<file path="config.mk">
export PLATFORM = sky130hd
export DESIGN_NAME = mtime_counter
export DESIGN_NICKNAME = d
export VERILOG_FILES = /design/src/rtl/mtime_counter.sv
export SDC_FILE = /design/constraint.sdc
export NUM_CORES = 1
export LEC_CHECK = 0
export CAP_MARGIN = 25
export CELL_PAD_IN_SITES_DETAIL_PLACEMENT = 1
export CELL_PAD_IN_SITES_GLOBAL_PLACEMENT = 2
export CORE_ASPECT_RATIO = 0.8
export CORE_MARGIN = 8
export CORE_UTILIZATION = 34
export CTS_BUF_LIST = sky130_fd_sc_hd__clkbuf_16
export DETAILED_ROUTE_END_ITERATION = 10
export GPL_ROUTABILITY_DRIVEN = 0
export HOLD_SLACK_MARGIN = 0.03
export PLACE_DENSITY = 0.95
export SETUP_SLACK_MARGIN = 0.4
export SLEW_MARGIN = 0
export SYNTH_ARGS = -nofsm -noshare
export SYNTH_HDL_FRONTEND = slang
export SYNTH_SLANG_ARGS = --single-unit
export TNS_END_PERCENT = 5
</file>
<file path="constraint.sdc">
create_clock -name clk -period 5.5 [get_ports clk]
set_clock_uncertainty 0.15 [all_clocks]
set_input_delay 1.1 -clock clk [delete_from_list [all_inputs] [get_ports clk]]
set_output_delay 1.1 -clock clk [all_outputs]
set_load 0.02 [all_outputs]
</file>
<file path="src/rtl/mtime_counter.sv">
// mtime_counter: free-running 64-bit machine timebase, mtimecmp register and machine timer interrupt.
// Optional MTIME_RTC_SYNC_EN: count synchronized RtcTick rising edges instead of the clk prescaler.
module mtime_counter #(
  parameter int XLEN       = 64,
  parameter int PRESCALE   = 1,
  parameter int PRESCALE_W = 16
) (
  input  logic            clk,
  input  logic            resetn,
  input  logic            HaltReq,
  output logic            HaltAck,
  input  logic            WrEn,
  input  logic [1:0]      WrAdr,
  input  logic [XLEN-1:0] WrData,
  output logic            Tick,
  output logic [63:0]     MTIME_CLINT,
  output logic [63:0]     MTIMECMP,
  output logic            MTimerInt
`ifdef MTIME_RTC_SYNC_EN
  ,
  input  logic            RtcTick
`endif
);

  typedef enum logic {
    ST_RUN    = 1'b0,
    ST_HALTED = 1'b1
  } state_t;

  state_t state_q;
  state_t state_d;
  logic   run;

  // HaltReq/HaltAck is a level request/acknowledge pair: HaltAck rises at the edge that sees
  // HaltReq high and falls at the edge that sees it low; HaltAck mirrors the FSM state exactly.
  always_ff @(posedge clk or negedge resetn) begin
    if (!resetn) begin
      state_q <= ST_RUN;
    end else begin
      state_q <= state_d;
    end
  end

  always_comb begin
    state_d = state_q;
    case (state_q)
      ST_RUN:    if (HaltReq)  state_d = ST_HALTED;
      ST_HALTED: if (!HaltReq) state_d = ST_RUN;
      default:   state_d = ST_RUN;
    endcase
  end

  assign HaltAck = (state_q == ST_HALTED);
  assign run     = (state_q == ST_RUN);

  // Write decode; in RV32 each address owns one 32-bit half, the other half holds.
  logic        mtime_wr;
  logic [63:0] mtime_load;
  logic [63:0] cmp_d;

  always_comb begin
    mtime_wr   = 1'b0;
    mtime_load = MTIME_CLINT;
    cmp_d      = MTIMECMP;
    if (WrEn) begin
      if (XLEN == 64) begin
        if (WrAdr == 2'd0) begin
          mtime_wr   = 1'b1;
          mtime_load = 64'(WrData);
        end else if (WrAdr == 2'd2) begin
          cmp_d = 64'(WrData);
        end
      end else begin
        case (WrAdr)
          2'd0: begin
            mtime_wr          = 1'b1;
            mtime_load[31:0]  = WrData[31:0];
          end
          2'd1: begin
            mtime_wr          = 1'b1;
            mtime_load[63:32] = WrData[31:0];
          end
          2'd2:    cmp_d[31:0]  = WrData[31:0];
          default: cmp_d[63:32] = WrData[31:0];
        endcase
      end
    end
  end

`ifdef MTIME_RTC_SYNC_EN
  logic rtc_s1;
  logic rtc_s2;
  logic rtc_s3;
  logic rtc_rise_q;

  // Two-flop synchronizer plus a registered rising-edge detect: RtcTick rise to Tick is 3 clk.
  always_ff @(posedge clk or negedge resetn) begin
    if (!resetn) begin
      rtc_s1     <= 1'b0;
      rtc_s2     <= 1'b0;
      rtc_s3     <= 1'b0;
      rtc_rise_q <= 1'b0;
    end else begin
      rtc_s1     <= RtcTick;
      rtc_s2     <= rtc_s1;
      rtc_s3     <= rtc_s2;
      rtc_rise_q <= rtc_s2 & ~rtc_s3;
    end
  end

  // A rise that lands while halted is simply dropped.
  assign Tick = rtc_rise_q & run;
`else
  localparam logic [PRESCALE_W-1:0] PRE_MAX = PRESCALE_W'(PRESCALE - 1);

  logic [PRESCALE_W-1:0] pre_cnt;

  // Gated by resetn so Tick reads 0 while reset is held, even with PRESCALE=1.
  assign Tick = resetn & run & (pre_cnt == PRE_MAX);

  always_ff @(posedge clk or negedge resetn) begin
    if (!resetn) begin
      pre_cnt <= '0;
    end else if (mtime_wr || Tick) begin
      pre_cnt <= '0;
    end else if (run) begin
      pre_cnt <= pre_cnt + 1'b1;
    end
  end
`endif

  // A software load of mtime wins over the increment of the same cycle.
  always_ff @(posedge clk or negedge resetn) begin
    if (!resetn) begin
      MTIME_CLINT <= 64'd0;
      MTIMECMP    <= 64'hFFFF_FFFF_FFFF_FFFF;
      MTimerInt   <= 1'b0;
    end else begin
      if (mtime_wr) begin
        MTIME_CLINT <= mtime_load;
      end else if (Tick) begin
        MTIME_CLINT <= MTIME_CLINT + 64'd1;
      end
      MTIMECMP  <= cmp_d;
      MTimerInt <= (MTIME_CLINT >= MTIMECMP);
    end
  end

endmodule
</file>
---- After elaboration in Yosys (flattened, before gate mapping) ----
Cells that the tools add are included.
word-level totals
  register bits after elaboration ......... 146
  output and inout bits ................... 131
operators by class
  add/subtract/negate cells ............... 2
  magnitude comparators ................... 1
  equality and inequality tests ........... 4
  muxes and demuxes ....................... 9
  bitwise operators ....................... 4
  reductions and logical operators ........ 6
operator list
  cell                                                   number
  two-way mux 64 bit                                     4
  adder 64 x 1 -> 64 bit, second input constant          1
  >= comparator 64 bit                                   1
  two-way mux 16 bit                                     2
  adder 16 x 1 -> 16 bit, second input constant          1
  zero test 16 bit                                       1
  AND reduction 3 bit                                    2
  inequality test 2 x 1 -> 1 bit, second input constant  2
  two-way mux 1 bit                                      3
  AND 1 bit                                              2
  equality test 2 bit, second input constant             1
  zero test 2 bit                                        1
  inequality test 2 bit, second input constant           1
  NOT 1 bit                                              2
  nonzero test 2 bit                                     1
  logical OR 1 bit                                       1

---- Logic depth before layout (Yosys ltp) ----
  word-level depth ........................ 5
  mapped depth ............................ 9
  depth with buffers taken out ............ 8

---- Worst setup path after synthesis ----
OpenSTA, ideal clock, no wires.
  kind .................................... input to output
  start ................................... input resetn
  end ..................................... output Tick
  data arrival time ....................... 1598 ps
  required time ........................... 4250 ps
  slack ................................... 2652 ps
  cell stages on the path ................. 2
  path buffers ............................ 0
  path through ............................ nand2_1 -> nor3_1
on the way
  cells in the longest elaborated chain, start to end .. 2
RTL lines
  item                     line  text
  start: declaration       9     input logic resetn,
  AND 1 bit (2 in series)  119   assign Tick = resetn & run & (pre_cnt == PRE_MAX);
  end: declaration         15    output logic Tick,
Every way passes these cells.

---- Worst setup path in the final report ----
  start ................................... register pre_cnt[0]
  end ..................................... output Tick
on the way
  cells in the longest elaborated chain, start to end .. 2
RTL lines
  item                      line  text
  start: declaration        116   logic [PRESCALE_W-1:0] pre_cnt;
  start signal: assignment  127   pre_cnt <= pre_cnt + 1'b1;
  zero test 16 bit          119
  AND 1 bit                 119
Every way passes these cells.

==> summary.md <==
| Metric | Value |
|---|---|
| Final setup fails | `0` |
| Max-cap viol count | `0` |
| CP max-delay cell | `clkdlybuf4s50_1` |
| Chip height | `159 um` |
| Starting Density | `34.5%` |
| Unrepaired setup endpoints after global routing | `false` |
| Hold-fix buffers, CTS | `0` |
| Hpwl dp | `23300 um` |
| Number of global-route vias before repair | `8387` |
| Nets@finish | `1237` |
| Post-layout min period | `3.76 ns` |
| Worst hold start | `pre_cnt[15]` |
| Clk sinks | `146` |
| WHS Path Cells | `2` |
| H-tree depth | `4` |
| Antenna-violating nets left | `0` |
| Via/cell ratio | `5.32` |
| Global-route usage over all layers | `20.0%` |
| Largest net degree at the start of global routing | `99` |
| Synth area leader | `dfrtp_1` |
| DIE AREA | `31100 um2` |
| Clk Latency, worst-skew pair | `0.44 ns` |
| Fraction of the yosys area taken by sequential cells | `42.7%` |
| # fillers | `2801` |
| Total CTS buffers | `17` |
| Layout cells sized above 1 | `16.3%` |
| Number of cell rows | `52` |
| CP Class | `flip-flop to primary output` |
| Crit path buffers/inverters | `2` |
| Crit start category | `flip-flop` |
| Worst R2R Start | `MTIME_CLINT[0]` |
| Starting DRT DRC Count | `503` |
| Post-layout power | `4330 uW` |
| Outcome | `finished, final reports clean` |
| Post-Syn Area | `8740 um2` |
| Layout Utilization | `46.4%` |
| DR vias | `7649` |
| CP required | `4.25 ns` |
| Number of enable flip-flop cells after synthesis | `0` |
| Avg Synthesized Cell Area | `9.71 um2` |
| Yosys warnings | `0` |
| Post-synth top area share | `23.5%` |
| Slew @ Worst Pin | `0.966 ns` |
| Hold WC Path Type | `flip-flop to flip-flop` |
| Setup bufs post-CTS | `0` |
| Register bit total from synthesis | `146` |
| Ranking of synthesized cells by area | `dfrtp_1 (23%), dfstp_2 (19%), ha_1 (9.6%), mux2_2 (8.4%), xor2_1 (4.7%)` |
| Crit path max-delay family | `simple AND/OR/NAND/NOR gates` |
| Final hold vios | `0` |
| Fin. max-slew vios | `0` |
| Post-route insts no fill | `1438` |
| Fmax | `266 MHz` |
| Hold endpoint | `pre_cnt[15]` |
| Max IR drop VDD | `0.209 mV` |
| DRC viols | `0` |
| Crit-path cells | `inv_1 > ha_1 > nor4b_4 > nand2_1 > nor3_1 > clkdlybuf4s50_1` |
| Leakage | `0.00486 uW` |
| Async set-reset flop share out of synthesis | `100%` |
| CTS tree | `built` |
| Root buf cell | `clkbuf_16` |
| R2R Path End | `MTimerInt` |
| Post-Synthesis Cells | `900` |
| Final worst path period share | `68.4%` |
| Core box area | `25300 um2` |
| CTS clk-pin slew, worst paths | `0.06 ns` |
| Slew headroom | `34.7%` |
| Ys flop type | `dfrtp_1` |
| Total gr overflow | `0` |
| Critical path arrival | `2.51 ns` |
| Post-cts sizing count | `0` |
| Routed wire length | `30800 um` |
| R2R depth | `8` |
| Clk buf depth | `2` |
| First-pass GRT wire length | `49200 um` |
| Net Count, Synth | `1037` |
| Layout area overhead | `34.4%` |
| 1st-pass router iterations | `4` |
| Worst R2R Setup Slack | `2.40 ns` |
| Placed Cells | `1404` |
| Initial antenna violation count | `1` |
| CP peak stage delay | `0.66 ns` |
| Die X | `195 um` |
| Post-Route Setup TNS | `0 ns` |
| Power Density | `369 nW/um2` |
| CP Max Fanout | `4` |
| Synth unique cells | `51` |
| WL/cell | `21.4 um` |
| Worst setup EP type | `primary output` |
| IO Count | `201` |
| PortBufs | `200` |
==> power breakdown <==
group          switching, uW  total [uW]  internal, uW
registers                264        1600          1330
clock network            499        1280           784
logic                    767        1450           686
==> cells in the final DEF, fill, tap and decap left out, types with 6 or more instances in the layout <==
cell type and count:
a21oi_1 35, a31oi_1 6, and3_1 19, and4_1 11, clkbuf_16 18, clkdlybuf4s50_1 199
dfrtp_1 82, dfstp_2 64, ha_1 67, inv_1 76, mux2_2 65, nand2_1 96
nand3_1 38, nand4_1 44, nor2_1 61, nor3_1 11, nor4_1 8, o21ai_0 60
or3_1 8, xnor2_1 24, xor2_1 47
==> per-stage QoR <==
stage          cell area [um2]  hold WS [ns]  setup WS [ns]
2_1_floorplan             8740         0.361           2.65
3_3_place_gp             11100         0.384           1.86
3_5_place_dp             11100         0.399           1.81
4_1_cts                  11700         0.412           1.72
5_1_grt                  11700         0.455           1.62
6_report                 11700         0.411           1.74
==> sequential cells by signal, indices dropped and copies added (netlist names) <==
name / cells
MTIMECMP: 64
MTIME_CLINT: 64
pre_cnt: 16
HaltAck: 1
MTimerInt: 1
==> cell families (layout without fill, tap and decap cells) <==
group,count (synthesis),in the layout,synth area share (%)
compound gates,122,122,7.60
xor+xnor,71,71,7.12
fa+ha+maj,67,67,9.59
buf+inv,100,313,4.41
flops,146,146,42.7
mux,67,67,8.61
other cells,0,1,0
simple gates,327,327,19.9
==> worst max path at each step <==
stage	start	end	slack (ns)	depth (start not counted)
after global routing	pre_cnt[0]	Tick	1.62	6
after CTS	pre_cnt[0]	Tick	1.72	6
after detailed placement	resetn	Tick	1.81	4
after floorplan	resetn	Tick	2.65	2
final	pre_cnt[0]	Tick	1.74	6
after global placement	resetn	Tick	1.86	4
==> layer usage <==
layer	GRT usage [%]	vias up	routed length [um]
li1	-	3572	-
met1	26.3	3827	14000
met2	31.9	215	14200
met3	5.24	35	1890
met4	5.92	0	642
met5	0	-	0
==> worst register-to-register path: stages (launching register included) <==
cell	delay, ns
dfrtp_1	0.43
inv_1	0.06
ha_1	0.28
nand2b_1	0.15
a2111oi_0	0.71
o41ai_1	0.11
or4_1	0.54
a31oi_1	0.39
o31ai_1	0.15
==> final cells by class <==
| class | count | area, um2 | area share (%) |
|---|---|---|---|
| diodes | 1 | 2.50 | 0.0213 |
| clock buffers | 18 | 450 | 3.84 |
| clock inverters | 14 | 184 | 1.57 |
| inverters | 74 | 278 | 2.37 |
| multi-input cells | 654 | 4630 | 39.4 |
| flip-flops and latches | 146 | 3730 | 31.8 |
| well taps | 324 | 405 | 3.45 |
| repair buffers | 207 | 2060 | 17.5 |
==> cells in the mapped netlist, types with 2 or more instances <==
cell       n
xor2_1    47
nand3_1   38
nand2b_1   3
nor4_1     8
buf_2      2
and2_1     2
mux2_2    65
or4_1      2
o21ai_1    5
clkbuf_1  23
a221oi_1   2
nor4_4     2
o31ai_1    2
nor4b_4    2
inv_1     74
nand4_1   44
a21oi_1   35
o21ai_0   60
ha_1      67
nor3b_1    2
a211oi_1   2
or3_1      8
and3_1    19
nand2_1   96
xnor2_1   24
dfstp_2   64
a21o_1     5
nor3_1    12
nor2_1    61
nand4b_1   2
dfrtp_1   82
and4_1    11
nor2b_1    4
or3b_2     2
mux2i_1    2
a31oi_1    6
Note: power is estimated with default switching activity, not from simulation.
